[config.mk]
export PLATFORM = sky130hd
export DESIGN_NAME = cdma_mc_ctrl
export DESIGN_NICKNAME = d
export VERILOG_FILES = /design/src/rtl/cdma_mc_pkg.sv /design/src/rtl/cdma_mc_dir.sv /design/src/rtl/cdma_mc_ctrl.sv
export SDC_FILE = /design/constraint.sdc
export NUM_CORES = 1
export LEC_CHECK = 0
export ABC_AREA = 1
export CAP_MARGIN = 20
export CORE_AREA = 3 3 323 325
export DETAILED_ROUTE_END_ITERATION = 7
export DIE_AREA = 0 0 326 328
export SLEW_MARGIN = 0
export SYNTH_ARGS = -nofsm -noshare
export SYNTH_HDL_FRONTEND = slang
export SYNTH_SLANG_ARGS = --single-unit
[constraint.sdc]
create_clock -name aclk -period 4.12 [get_ports aclk]
set_input_delay 1.236 -clock aclk [delete_from_list [all_inputs] [get_ports aclk]]
set_output_delay 1.236 -clock aclk [all_outputs]
set_load 0.02 [all_outputs]
[src/rtl/cdma_mc_pkg.sv]
// Shared types and width helpers for the multi-channel CDMA descriptor front-end.
package cdma_mc_pkg;

  localparam int HBM_ADDR_BITS = 48;
  localparam int HBM_LEN_BITS  = 32;
  localparam int CH_BITS_MAX   = 4;

  typedef logic [CH_BITS_MAX-1:0] ch_t;

  typedef struct packed {
    logic [HBM_ADDR_BITS-1:0] paddr;
    logic [HBM_LEN_BITS-1:0]  len;
    ch_t                      ch;
  } desc_t;

  // Outstanding counter must be able to hold the value max_out itself.
  function automatic int cnt_bits(input int max_out);
    return $clog2(max_out + 1);
  endfunction

  function automatic int ch_bits(input int n_ch);
    return (n_ch > 1) ? $clog2(n_ch) : 1;
  endfunction

endpackage

[src/rtl/cdma_mc_dir.sv]
// One direction of the descriptor front-end: round-robin arbiter, one-deep issue
// slot, in-order channel-tag FIFO and outstanding-credit counter.
module cdma_mc_dir
  import cdma_mc_pkg::*;
#(
  parameter int N_CH            = 4,
  parameter int ADDR_BITS       = HBM_ADDR_BITS,
  parameter int LEN_BITS        = HBM_LEN_BITS,
  parameter int MAX_OUTSTANDING = 8
) (
  input  logic                      clk,
  input  logic                      rst_n,
  input  logic [N_CH-1:0]           req_valid,
  output logic [N_CH-1:0]           req_ready,
  input  logic [N_CH*ADDR_BITS-1:0] req_paddr,
  input  logic [N_CH*LEN_BITS-1:0]  req_len,
  output logic [N_CH-1:0]           done,
  output logic                      m_valid,
  input  logic                      m_ready,
  output logic [ADDR_BITS-1:0]      m_paddr,
  output logic [LEN_BITS-1:0]       m_len,
  input  logic                      m_done,
  output logic                      err
);
  localparam int CHW = ch_bits(N_CH);
  localparam int CW  = cnt_bits(MAX_OUTSTANDING);
  localparam int PW  = $clog2(MAX_OUTSTANDING);

  logic                 slot_valid_reg;
  logic [ADDR_BITS-1:0] slot_paddr_reg;
  logic [LEN_BITS-1:0]  slot_len_reg;
  logic [CHW-1:0]       slot_ch_reg;
  logic [CHW-1:0]       rr_reg;
  logic [CW-1:0]        cnt_reg;
  logic [PW-1:0]        wr_ptr_reg;
  logic [PW-1:0]        rd_ptr_reg;
  logic [CHW-1:0]       tag_mem [MAX_OUTSTANDING];
  logic [N_CH-1:0]      done_reg;
  logic                 err_reg;

  logic           issue;
  logic           pop;
  logic           can_load;
  logic           credit_ok;
  logic           grant_valid;
  logic [CHW-1:0] grant_ch;

  assign issue    = slot_valid_reg && m_ready;
  assign pop      = m_done && (cnt_reg != '0);
  assign can_load = !slot_valid_reg || issue;
  // A descriptor leaving the slot this cycle already consumes a credit.
  assign credit_ok = (int'(cnt_reg) + int'(issue)) < MAX_OUTSTANDING;

  // Lowest rotated offset from rr_reg wins; the descending loop lets it overwrite.
  always_comb begin
    int idx;
    idx         = 0;
    grant_valid = 1'b0;
    grant_ch    = '0;
    if (rst_n && can_load && credit_ok) begin
      for (int k = N_CH - 1; k >= 0; k--) begin
        idx = int'(rr_reg) + k;
        if (idx >= N_CH) idx = idx - N_CH;
        if (req_valid[CHW'(idx)]) begin
          grant_valid = 1'b1;
          grant_ch    = CHW'(idx);
        end
      end
    end
  end

  assign req_ready = grant_valid ? (N_CH'(1) << grant_ch) : '0;

  always_ff @(posedge clk) begin
    if (!rst_n) begin
      slot_valid_reg <= 1'b0;
      rr_reg         <= '0;
      cnt_reg        <= '0;
      wr_ptr_reg     <= '0;
      rd_ptr_reg     <= '0;
      done_reg       <= '0;
      err_reg        <= 1'b0;
    end else begin
      if (can_load) slot_valid_reg <= grant_valid;
      if (grant_valid) rr_reg <= (int'(grant_ch) == N_CH - 1) ? '0 : grant_ch + 1'b1;
      if (issue) wr_ptr_reg <= wr_ptr_reg + 1'b1;
      if (pop) rd_ptr_reg <= rd_ptr_reg + 1'b1;
      cnt_reg  <= cnt_reg + CW'(issue) - CW'(pop);
      done_reg <= pop ? (N_CH'(1) << tag_mem[rd_ptr_reg]) : '0;
      if (m_done && (cnt_reg == '0)) err_reg <= 1'b1;
    end
  end

  // Payload and tag storage carry no reset; slot_valid_reg and the pointers qualify them.
  always_ff @(posedge clk) begin
    if (grant_valid) begin
      slot_paddr_reg <= req_paddr[int'(grant_ch)*ADDR_BITS +: ADDR_BITS];
      slot_len_reg   <= req_len[int'(grant_ch)*LEN_BITS +: LEN_BITS];
      slot_ch_reg    <= grant_ch;
    end
    if (issue) tag_mem[wr_ptr_reg] <= slot_ch_reg;
  end

  assign m_valid = slot_valid_reg;
  assign m_paddr = slot_paddr_reg;
  assign m_len   = slot_len_reg;
  assign done    = done_reg;
  assign err     = err_reg;

endmodule

[src/rtl/cdma_mc_ctrl.sv]
// Multi-channel descriptor front-end for the CDMA: independent read and write directions.
// Optional per-channel completion counters are enabled with `define CDMA_MC_STATS_EN.
module cdma_mc_ctrl
  import cdma_mc_pkg::*;
#(
  parameter int N_CH            = 4,
  parameter int ADDR_BITS       = HBM_ADDR_BITS,
  parameter int LEN_BITS        = HBM_LEN_BITS,
  parameter int MAX_OUTSTANDING = 8
) (
  input  logic                      aclk,
  input  logic                      aresetn,
  input  logic [N_CH-1:0]           rd_valid,
  output logic [N_CH-1:0]           rd_ready,
  input  logic [N_CH*ADDR_BITS-1:0] rd_paddr,
  input  logic [N_CH*LEN_BITS-1:0]  rd_len,
  output logic [N_CH-1:0]           rd_done,
  input  logic [N_CH-1:0]           wr_valid,
  output logic [N_CH-1:0]           wr_ready,
  input  logic [N_CH*ADDR_BITS-1:0] wr_paddr,
  input  logic [N_CH*LEN_BITS-1:0]  wr_len,
  output logic [N_CH-1:0]           wr_done,
  output logic                      m_rd_valid,
  input  logic                      m_rd_ready,
  output logic [ADDR_BITS-1:0]      m_rd_paddr,
  output logic [LEN_BITS-1:0]       m_rd_len,
  input  logic                      m_rd_done,
  output logic                      m_wr_valid,
  input  logic                      m_wr_ready,
  output logic [ADDR_BITS-1:0]      m_wr_paddr,
  output logic [LEN_BITS-1:0]       m_wr_len,
  input  logic                      m_wr_done,
  output logic [1:0]                err
`ifdef CDMA_MC_STATS_EN
  ,
  input  logic [ch_bits(N_CH)-1:0]  stat_sel,
  output logic [31:0]               stat_rd_cnt,
  output logic [31:0]               stat_wr_cnt
`endif
);

  logic rd_err;
  logic wr_err;

  cdma_mc_dir #(
    .N_CH           (N_CH),
    .ADDR_BITS      (ADDR_BITS),
    .LEN_BITS       (LEN_BITS),
    .MAX_OUTSTANDING(MAX_OUTSTANDING)
  ) u_rd (
    .clk      (aclk),
    .rst_n    (aresetn),
    .req_valid(rd_valid),
    .req_ready(rd_ready),
    .req_paddr(rd_paddr),
    .req_len  (rd_len),
    .done     (rd_done),
    .m_valid  (m_rd_valid),
    .m_ready  (m_rd_ready),
    .m_paddr  (m_rd_paddr),
    .m_len    (m_rd_len),
    .m_done   (m_rd_done),
    .err      (rd_err)
  );

  cdma_mc_dir #(
    .N_CH           (N_CH),
    .ADDR_BITS      (ADDR_BITS),
    .LEN_BITS       (LEN_BITS),
    .MAX_OUTSTANDING(MAX_OUTSTANDING)
  ) u_wr (
    .clk      (aclk),
    .rst_n    (aresetn),
    .req_valid(wr_valid),
    .req_ready(wr_ready),
    .req_paddr(wr_paddr),
    .req_len  (wr_len),
    .done     (wr_done),
    .m_valid  (m_wr_valid),
    .m_ready  (m_wr_ready),
    .m_paddr  (m_wr_paddr),
    .m_len    (m_wr_len),
    .m_done   (m_wr_done),
    .err      (wr_err)
  );

  assign err = {wr_err, rd_err};

`ifdef CDMA_MC_STATS_EN
  logic [31:0] rd_stat_reg [N_CH];
  logic [31:0] wr_stat_reg [N_CH];

  // Counters follow the registered done pulses, so they lag completion by one cycle.
  always_ff @(posedge aclk) begin
    if (!aresetn) begin
      for (int c = 0; c < N_CH; c++) begin
        rd_stat_reg[c] <= '0;
        wr_stat_reg[c] <= '0;
      end
      stat_rd_cnt <= '0;
      stat_wr_cnt <= '0;
    end else begin
      for (int c = 0; c < N_CH; c++) begin
        if (rd_done[c]) rd_stat_reg[c] <= rd_stat_reg[c] + 32'd1;
        if (wr_done[c]) wr_stat_reg[c] <= wr_stat_reg[c] + 32'd1;
      end
      stat_rd_cnt <= rd_stat_reg[stat_sel];
      stat_wr_cnt <= wr_stat_reg[stat_sel];
    end
  end
`endif

endmodule

==> results of run 1 <==
## routing by layer
| layer | part of all wire | GRT usage |
|---|---|---|
| met1 | 0.43 | 0.197 |
| met2 | 0.46 | 0.230 |
| met3 | 0.077 | 0.0333 |
| met4 | 0.026 | 0.0439 |
| met5 | 0 | 0 |
## cells by family after synthesis
group	count (synthesis)	synth area share
multiplexers	2	0.00118
XOR/XNOR	3	0.00156
flip-flops	238	0.398
AO/OA/AOI/OAI	69	0.0227
adder cells (fa/ha/maj)	26	0.0201
AND/OR/NAND/NOR	1322	0.358
buffers and inverters	873	0.199
## repair_timing
| item | CTS | global route |
|---|---|---|
| endpoints found under the setup margin | 8 | 8 |
| buffers inserted | 4 | 4 |
| pin swaps | 17 | 24 |
| gates cloned | 0 | 1 |
| gates resized for setup | 95 | 44 |
## power breakdown
group	internal, mW	switching, mW	total [mW]
Combinational	2.98	4.94	7.92
Sequential	3.56	0.317	3.88
Clock	1.79	1.32	3.11
## path summary, 6_finish.rpt
path                    endpoint  slack [ps]  cells after the start
setup / recovery     rd_ready[2]          70                     11
hold / removal          u_wr.err         470                      2
setup reg to reg  u_wr.m_len[30]         830                     15
hold reg to reg         u_wr.err         470                      2
## per-stage QoR
step / TNS, ps / setup WS (ps) / std cells / utilization / hold slack (ps)
final: 0 / 74.9 / 4738 / 0.281 / 475
after global routing: -43.7 / -20.8 / 4736 / 0.281 / 494
after CTS: 0 / 2.03 / 4726 / 0.279 / 471
after detailed placement: -44840 / -956 / 4661 / 0.267 / 462
after global placement: -39960 / -932 / 4661 / 0.267 / 452
after floorplan: -26.7 / -26.7 / 2533 / - / 430
## tightest hold or removal path, cell delays in order, from the launching register on
cell and delay [ps]:
dfxtp_1 320, inv_1 50, a21oi_1 50
## cells in the mapped netlist (5+ instances only)
cell      instances
buf_2            48
nand2_1         573
ha_1             24
inv_1           704
inv_2             5
dfxtp_1          42
buf_1            15
buf_4             6
o21ai_0          31
nor2_1           73
edfxtp_1        196
a21oi_1          25
nand4_1         165
nand3_1         502
clkbuf_1         92
## final cells by class
type                    count  area [µm²]  area share
repair buffers            929        9220       0.322
inverters                 712        2680      0.0938
diodes                      7        17.5    0.000613
clock buffers              44         951      0.0333
flip-flops and latches    238        6730       0.235
clock inverters            18         189     0.00661
multi-input cells        1422        7090       0.248
well taps                1368        1710      0.0599
==> impl_metrics.tcl, run 1 <==
set metrics [dict create \
    antenna_found_initial 10 \
    synth-seq-area-share 0.398 \
    critPathTopFamily "buffers and inverters" \
    p_per_area_nw_per_um2 521 \
    cts_root_buf "clkbuf_16" \
    timing.rr.start "u_wr.rr_reg[0]" \
    via_per_inst 4.09 \
    cp_slowest_cell "dlygate4sd2_1" \
    crit_chain "dlygate4sd2_1 > inv_2 > o21ai_4 > buf_6 > nor2_4 > and3_4 > nor2_4 > buf_6 > clkinvlp_4 > nor2_1 > buf_4" \
    layout_commonest_cell "clkdlybuf4s50_1" \
    cpPeakStageDelay_ps 210 \
    hp-start "u_wr.err" \
    synth-edff-count 196 \
    worst_slew_pin_slew_ps 975 \
    relSlewSlack 0.350 \
    period_needed_ps 4050 \
    max_freq_mhz 247 \
    coreArea_um2 102000 \
    ant_nets 0 \
    drive_gt1_frac 0.0678 \
    cts.clk_slew.worst_paths_ps 60 \
    synth_nets 3213 \
    cp_max_fo 5 \
    synth_cell_type_count 33 \
    hold_path.class "reg2reg" \
    rows 117 \
    grt_pass1_wl_um 118000 \
    hpwl_um 63100 \
    initial_utilization 0.166 \
    post-route-drc-count 0 \
    maxCapViolCount 0 \
    syn_avg_cell_area_um2 6.67 \
    worstSetupPathType "in2out" \
    peakVddDrop_v 0.000412 \
    hold_buffers 0 \
    p_leak_nw 13.7 \
    clockBufferDepth 3 \
    synthFlopType "edfxtp_1" \
    mostFrequentLayoutCells "clkdlybuf4s50_1 (814), inv_1 (696), nand2_1 (553)" \
    dieArea_um2 107000 \
    outcome "complete, no violations" \
    drv_slew 0 \
    synth_seq_cells 238 \
    synthArstFlopShare 0 \
    num-fill-cells 11100 \
    wl_um 82600 \
    die_h_um 328 \
    postSynthCellCount 2533 \
    io_pins 834 \
    cp.required_ps 2880 \
    synth_area_um2 16900 \
    crit_path_start_kind "input port" \
    portBuffers 833 \
    nNetsFinal 4018 \
    grt_max_degree 147 \
    crit_arrival_ps 2810 \
    cts_tree "built" \
    placed_area_um2 27200 \
    clock_latency_ps 580 \
    cp-startpoint "rd_valid[3]" \
    routabilityCongestion 0.904 \
    finalHoldViolations 0 \
    dr.pass1.iters 5 \
    finalSetupViolations 0 \
    crit_path_end_kind "output port" \
    area_growth_pct 69.2 \
    rsz0062_at_grt "true" \
    grt_pass1_vias 18000 \
    synth.top_cell.area_share 0.348 \
    fin_crit_sh 0.982 \
    vias 19400 \
    finClkSkew_ps 17.7 \
    first_iter_violations 1590 \
    critPathBufInv 6 \
    netlist_top_cells_area "edfxtp_1 (35%), inv_1 (16%), nand3_1 (15%)" \
    grt_usage 0.146 \
    clock_sinks 238 \
    yosys_warnings 0 \
    cts_buffers 35 \
    die_x_um 326 \
    cts.htree.levels 2 \
    synth.largest_area_cell "edfxtp_1" \
    power_mw 14.9 \
    wl_per_cell_um 17.4 \
    grt_overflow 0 \
    fin_area_um2 28600 \
]
Power figures use the tool's default switching activity.
==> run 2: changes to the inputs <==
--- a/config.mk
+++ b/config.mk
@@ -5,11 +5,10 @@
 export SDC_FILE = /design/constraint.sdc
 export NUM_CORES = 1
 export LEC_CHECK = 0
-export ABC_AREA = 1
 export CAP_MARGIN = 20
-export CORE_AREA = 3 3 323 325
+export CORE_AREA = 3 3 324 326
 export DETAILED_ROUTE_END_ITERATION = 7
-export DIE_AREA = 0 0 326 328
+export DIE_AREA = 0 0 327 329
 export SLEW_MARGIN = 0
 export SYNTH_ARGS = -nofsm -noshare
 export SYNTH_HDL_FRONTEND = slang
==> impl_metrics.tcl, run 2 <==
set metrics [dict create \
    mostFrequentLayoutCells "clkdlybuf4s50_1 (814), mux2i_1 (486), edfxtp_1 (196)" \
    cp_slowest_cell "or4_4" \
    die_x_um 327 \
    synth.most_common_cell "mux2i_1" \
    wl_met3_um 5350 \
    wl_met2_um 29300 \
    final_core_util 0.244 \
    fin_crit_sh 0.999 \
    rsz0062_at_grt "true" \
    fin_area_um2 24900 \
    path_common_cell "buf_6" \
    synth-edff-count 196 \
    cts.clk_slew.worst_paths_ps 60 \
    worstSetupPathType "in2out" \
    hpwl_um 49800 \
    cts_buffers 34 \
    synth-seq-area-share 0.499 \
    cp.required_ps 2880 \
    nNetsFinal 2553 \
    cpPeakStageDelay_ps 560 \
    drv_slew 0 \
    period_needed_ps 4120 \
    netlist_top_cells_area "edfxtp_1 (44%), mux2i_1 (36%), dfxtp_1 (6.2%)" \
    power_mw 9.93 \
    wl_met1_um 24400 \
    syn_avg_cell_area_um2 13.4 \
    wl_um 60800 \
    area_growth_pct 84.8 \
    worst_slew_pin_slew_ps 1070 \
    crit_arrival_ps 2880 \
    relSlewSlack 0.288 \
    finClkSkew_ps 16.9 \
    wl_per_cell_um 18.6 \
    maxCapViolCount 0 \
    cts.htree.levels 2 \
    ant_nets 0 \
    hold_buffers 0 \
    layout.cells.non_filler 3270 \
    post-route-drc-count 0 \
    cts_root_buf "clkbuf_16" \
    die_h_um 329 \
    grt_max_degree 130 \
    grt_usage 0.106 \
    synth_area_um2 13500 \
    grt_pass1_wl_um 83000 \
    grt_overflow 0 \
    synth_common_cells "mux2i_1 (486), edfxtp_1 (196), dfxtp_1 (42)" \
    max_freq_mhz 243 \
    critPathTopFamily "simple AND/OR/NAND/NOR gates" \
    crit_chain "buf_6 > nand4_1 > xnor2_2 > or2_0 > or4_4 > inv_4 > ha_4 > and2_4 > buf_6" \
    fin_ws_ps 4.78 \
    first_iter_violations 572 \
    critPathBufInv 3 \
    crit_path_end_kind "output port" \
    peakVddDrop_v 0.000243 \
    p_leak_nw 9.25 \
    portBuffers 833 \
    cp_max_fo 4 \
    clockBufferDepth 3 \
    rows 117 \
    postSynthCellCount 1007 \
    p_per_area_nw_per_um2 399 \
    synth_seq_cells 238 \
    routabilityCongestion 0.839 \
    place_ws_ps -944 \
    hold_path.class "reg2reg" \
    antenna_found_initial 6 \
    synthArstFlopShare 0 \
    synth.top_cell.area_share 0.437 \
    clock_latency_ps 570 \
    synthFlopType "edfxtp_1" \
    crit_path_start_kind "input port" \
    dp.cells 3197 \
    layout_commonest_cell "clkdlybuf4s50_1" \
    drive_gt1_frac 0.0859 \
    synth.largest_area_cell "edfxtp_1" \
    finalSetupViolations 0 \
    dieArea_um2 108000 \
    grt_pass1_vias 12000 \
    io_pins 834 \
    num-fill-cells 10900 \
    finalHoldViolations 0 \
    synth_cell_type_count 39 \
    dr.pass1.iters 5 \
    outcome "complete, no violations" \
    clock_sinks 238 \
    placed_area_um2 23600 \
    synth_nets 1687 \
    initial_utilization 0.132 \
    coreArea_um2 102000 \
    maxUsedRoutingLayer "met5" \
    yosys_warnings 0 \
    cts_tree "built" \
    via_per_inst 3.49 \
    vias 11400 \
]
run 2: where the power goes:
part           switching (mW)  internal [mW]
sequential              0.207           3.17
combinational            1.70           1.85
clock                    1.23           1.78
total                    3.13           6.80
run 2: per-layer routing:
metal	global-route usage	vias up
met5	0	-
met4	0.0374	2
met3	0.0373	71
met2	0.176	470
met1	0.126	5311
li1	-	5546
run 2: timing repair:
item	CTS	global route
setup buffers	4	4
gates resized for setup	72	16
pin swaps	9	10
setup endpoints to repair	8	8
run 2: path summary, 6_finish.rpt:
check             startpoint          endpoint  slack, ps  cells after the start
min reg2reg         u_rd.err          u_rd.err        490                      2
min                 u_rd.err          u_rd.err        490                      2
max               m_wr_ready       wr_ready[1]          5                      9
max reg2reg  u_wr.cnt_reg[2]  u_wr.m_paddr[15]        570                     12
run 2: worst reg2reg max path, stage by stage (launching register included):
cell and delay [ps]:
dfxtp_1 350, ha_1 150, nand4_1 140, xnor2_2 170, buf_4 130, buf_4 120
nor4_2 250, buf_4 180, buf_12 110, buf_4 270, buf_12 600, mux2i_1 590
mux2i_1 200
run 2: cell type report:
class / instances / area, µm² / area share
timing repair buffer: 893 / 8820 / 0.354
clock inverter: 19 / 215 / 0.00865
antenna: 4 / 10.0 / 0.000402
sequential: 238 / 6730 / 0.270
clock buffer: 42 / 911 / 0.0366
tap: 1368 / 1710 / 0.0688
multi-input combinational: 683 / 6390 / 0.257
inverter: 23 / 96.3 / 0.00387
run 2: kinds of logic after synthesis:
group                      count (synthesis)  synth area share
buffers and inverters                     86            0.0348
AOI/OAI and AO/OA                         29            0.0134
and+or+nand+nor                          118            0.0415
xor gates and xnor gates                  13           0.00845
DFF                                      238             0.499
muxes                                    497             0.377
adders and majority gates                 26            0.0253
run 2: metrics by stage:
step	hold slack (ps)	TNS (ps)
floorplan	438	-2910
global placement	454	-35000
detailed placement	481	-37160
CTS	493	0
global route	513	-207
finish	489	0
==> run 3: changes to the inputs <==
--- a/config.mk
+++ b/config.mk
@@ -6,10 +6,11 @@
 export NUM_CORES = 1
 export LEC_CHECK = 0
 export CAP_MARGIN = 20
-export CORE_AREA = 3 3 324 326
+export CORE_AREA = 3 3 325 327
 export DETAILED_ROUTE_END_ITERATION = 7
-export DIE_AREA = 0 0 327 329
-export SLEW_MARGIN = 0
+export DIE_AREA = 0 0 328 330
+export SLEW_MARGIN = 15
 export SYNTH_ARGS = -nofsm -noshare
 export SYNTH_HDL_FRONTEND = slang
+export SYNTH_HIERARCHICAL = 1
 export SYNTH_SLANG_ARGS = --single-unit
==> impl_metrics.tcl, run 3 <==
set metrics [dict create \
    outcome "complete, no violations" \
    drv_slew 0 \
    antenna_found_initial 11 \
    worstSetupPathType "in2out" \
    grt_pass1_vias 11400 \
    period_needed_ps 4090 \
    worst_slew_pin_slew_ps 1070 \
    wl_per_cell_um 20.2 \
    muxShareOfSynthArea 0.375 \
    synth-seq-area-share 0.495 \
    finClkSkew_ps 18.8 \
    crit_path_end_kind "output port" \
    vias 11500 \
    cp_slowest_cell "a2111o_2" \
    synth_nets 1676 \
    area_growth_pct 84.8 \
    synth_top_family_by_area "multiplexers" \
    hold_path.class "reg2reg" \
    dr.pass1.iters 5 \
    synth.most_common_cell "mux2i_1" \
    via_per_inst 3.50 \
    drive_gt1_frac 0.0869 \
    synth-edff-count 196 \
    cp_max_fo 7 \
    syn_avg_cell_area_um2 13.6 \
    yosys_warnings 6 \
    cp.required_ps 2880 \
    synth_cell_type_count 35 \
    rows 118 \
    synth-compound-area-share 0.0122 \
    io_pins 834 \
    synth.largest_area_cell "edfxtp_1" \
    max_freq_mhz 245 \
    postSynthCellCount 996 \
    grt_usage 0.114 \
    initial_utilization 0.132 \
    fin_crit_sh 0.992 \
    synthFlopType "edfxtp_1" \
    synth_area_um2 13600 \
    synthAdderAreaFrac 0.0251 \
    crit_path_start_kind "input port" \
    cts.clk_slew.worst_paths_ps 60 \
    die_x_um 328 \
    dp.cells 3206 \
    crit_arrival_ps 2850 \
    dieArea_um2 108000 \
    nNetsFinal 2551 \
    coreArea_um2 103000 \
    crit_chain "buf_8 > nand4_1 > xnor2_1 > or2_1 > a2111o_2 > inv_4 > ha_4 > and2_4 > buf_6" \
    synth.top_cell.area_share 0.433 \
    wl_um 66200 \
    netlist_top_cells_area "edfxtp_1 (43%), mux2i_1 (36%), dfxtp_1 (6.2%)" \
    mostFrequentLayoutCells "clkdlybuf4s50_1 (814), mux2i_1 (488), edfxtp_1 (196)" \
    finalSetupViolations 0 \
    power_mw 10.1 \
    cts_buffers 35 \
    clockBufferDepth 3 \
    synthArstFlopShare 0 \
    relSlewSlack 0.286 \
    layout.cells.non_filler 3280 \
    finalHoldViolations 0 \
    num-fill-cells 10900 \
    peakVddDrop_v 0.000233 \
    synthSimpleGateAreaFrac 0.0448 \
    cts.htree.levels 2 \
    grt_pass1_wl_um 87500 \
    clock_latency_ps 570 \
    grt_max_degree 132 \
    hpwl_um 54200 \
    p_leak_nw 9.31 \
    portBuffers 833 \
    cts_tree "built" \
    p_per_area_nw_per_um2 404 \
    synth_seq_cells 238 \
    grt_overflow 0 \
    rsz0062_at_grt "true" \
    cts_root_buf "clkbuf_16" \
    hold_buffers 0 \
    layout_commonest_cell "clkdlybuf4s50_1" \
    synth_common_cells "mux2i_1 (488), edfxtp_1 (196), dfxtp_1 (42)" \
    cpPeakStageDelay_ps 540 \
    die_h_um 330 \
    ant_nets 0 \
    routabilityCongestion 0.879 \
    synthXorXnorAreaFrac 0.0103 \
    maxCapViolCount 0 \
    clock_sinks 238 \
    first_iter_violations 607 \
    post-route-drc-count 0 \
]
-- run 3: logic make-up after synthesis --
family | count (synthesis)
AND/OR/NAND/NOR | 114
AO/OA/AOI/OAI | 24
adder cells (fa/ha/maj) | 26
flip-flops | 238
multiplexers | 498
buffers and inverters | 80
XOR/XNOR | 16
-- run 3: power by group --
| part | total (mW) | switching (mW) | internal, mW |
|---|---|---|---|
| logic | 3.57 | 1.71 | 1.86 |
| registers | 3.40 | 0.221 | 3.18 |
| clock network | 3.17 | 1.27 | 1.90 |
| total | 10.1 | 3.20 | 6.94 |
-- run 3: final timing paths --
kind                                 startpoint  slack [ps]               to  cells after the start
worst min register to register         u_rd/err         510         u_rd/err                      2
worst max register to register  u_wr/cnt_reg[2]         580  u_wr/m_paddr[9]                     10
worst max-delay path                 m_rd_ready          30      rd_ready[3]                      9
worst min-delay path                   u_rd/err         510         u_rd/err                      2
-- run 3: layout make-up --
type	count	area, µm²	area share
diodes	2	5.00	0.000199
flip-flops and latches	238	6730	0.268
repair buffers	898	8870	0.353
inverters	20	80.1	0.00319
multi-input cells	678	6490	0.259
clock buffers	44	983	0.0392
clock inverters	20	215	0.00857
well taps	1380	1730	0.0688
-- run 3: layer usage --
| layer | track usage | vias up | wire (µm) |
|---|---|---|---|
| met1 | 0.157 | 5488 | 29900 |
| met5 | 0 | - | 67 |
| li1 | - | 5535 | - |
| met3 | 0.0399 | 62 | 5460 |
| met2 | 0.170 | 369 | 29600 |
| met4 | 0.0291 | 12 | 1180 |
-- run 3: what timing repair did --
action	in CTS	in global routing
pin swaps	7	13
buffers inserted	4	4
resized for setup	54	39
endpoints found under the setup margin	8	8
-- run 3: stage by stage --
step	worst slack [ps]	setup TNS, ps	area, µm²	hold slack (ps)	util
final	31.3	0	25100	514	0.243
after global routing	-49.0	-113	25100	584	0.243
after CTS	-0.193	-0.193	24900	511	0.241
after detailed placement	-848	-44460	23700	490	0.230
after global placement	-813	-38420	23700	473	0.230
after floorplan	-1170	-9370	13600	460	-
-- run 3: critical path, delay by kind of cell --
kind,cells,cell delay (ps)
AOI/OAI and AO/OA,1,540
and+or+nand+nor,3,480
buffers and inverters,3,300
xor gates and xnor gates,1,170
adders and majority gates,1,120
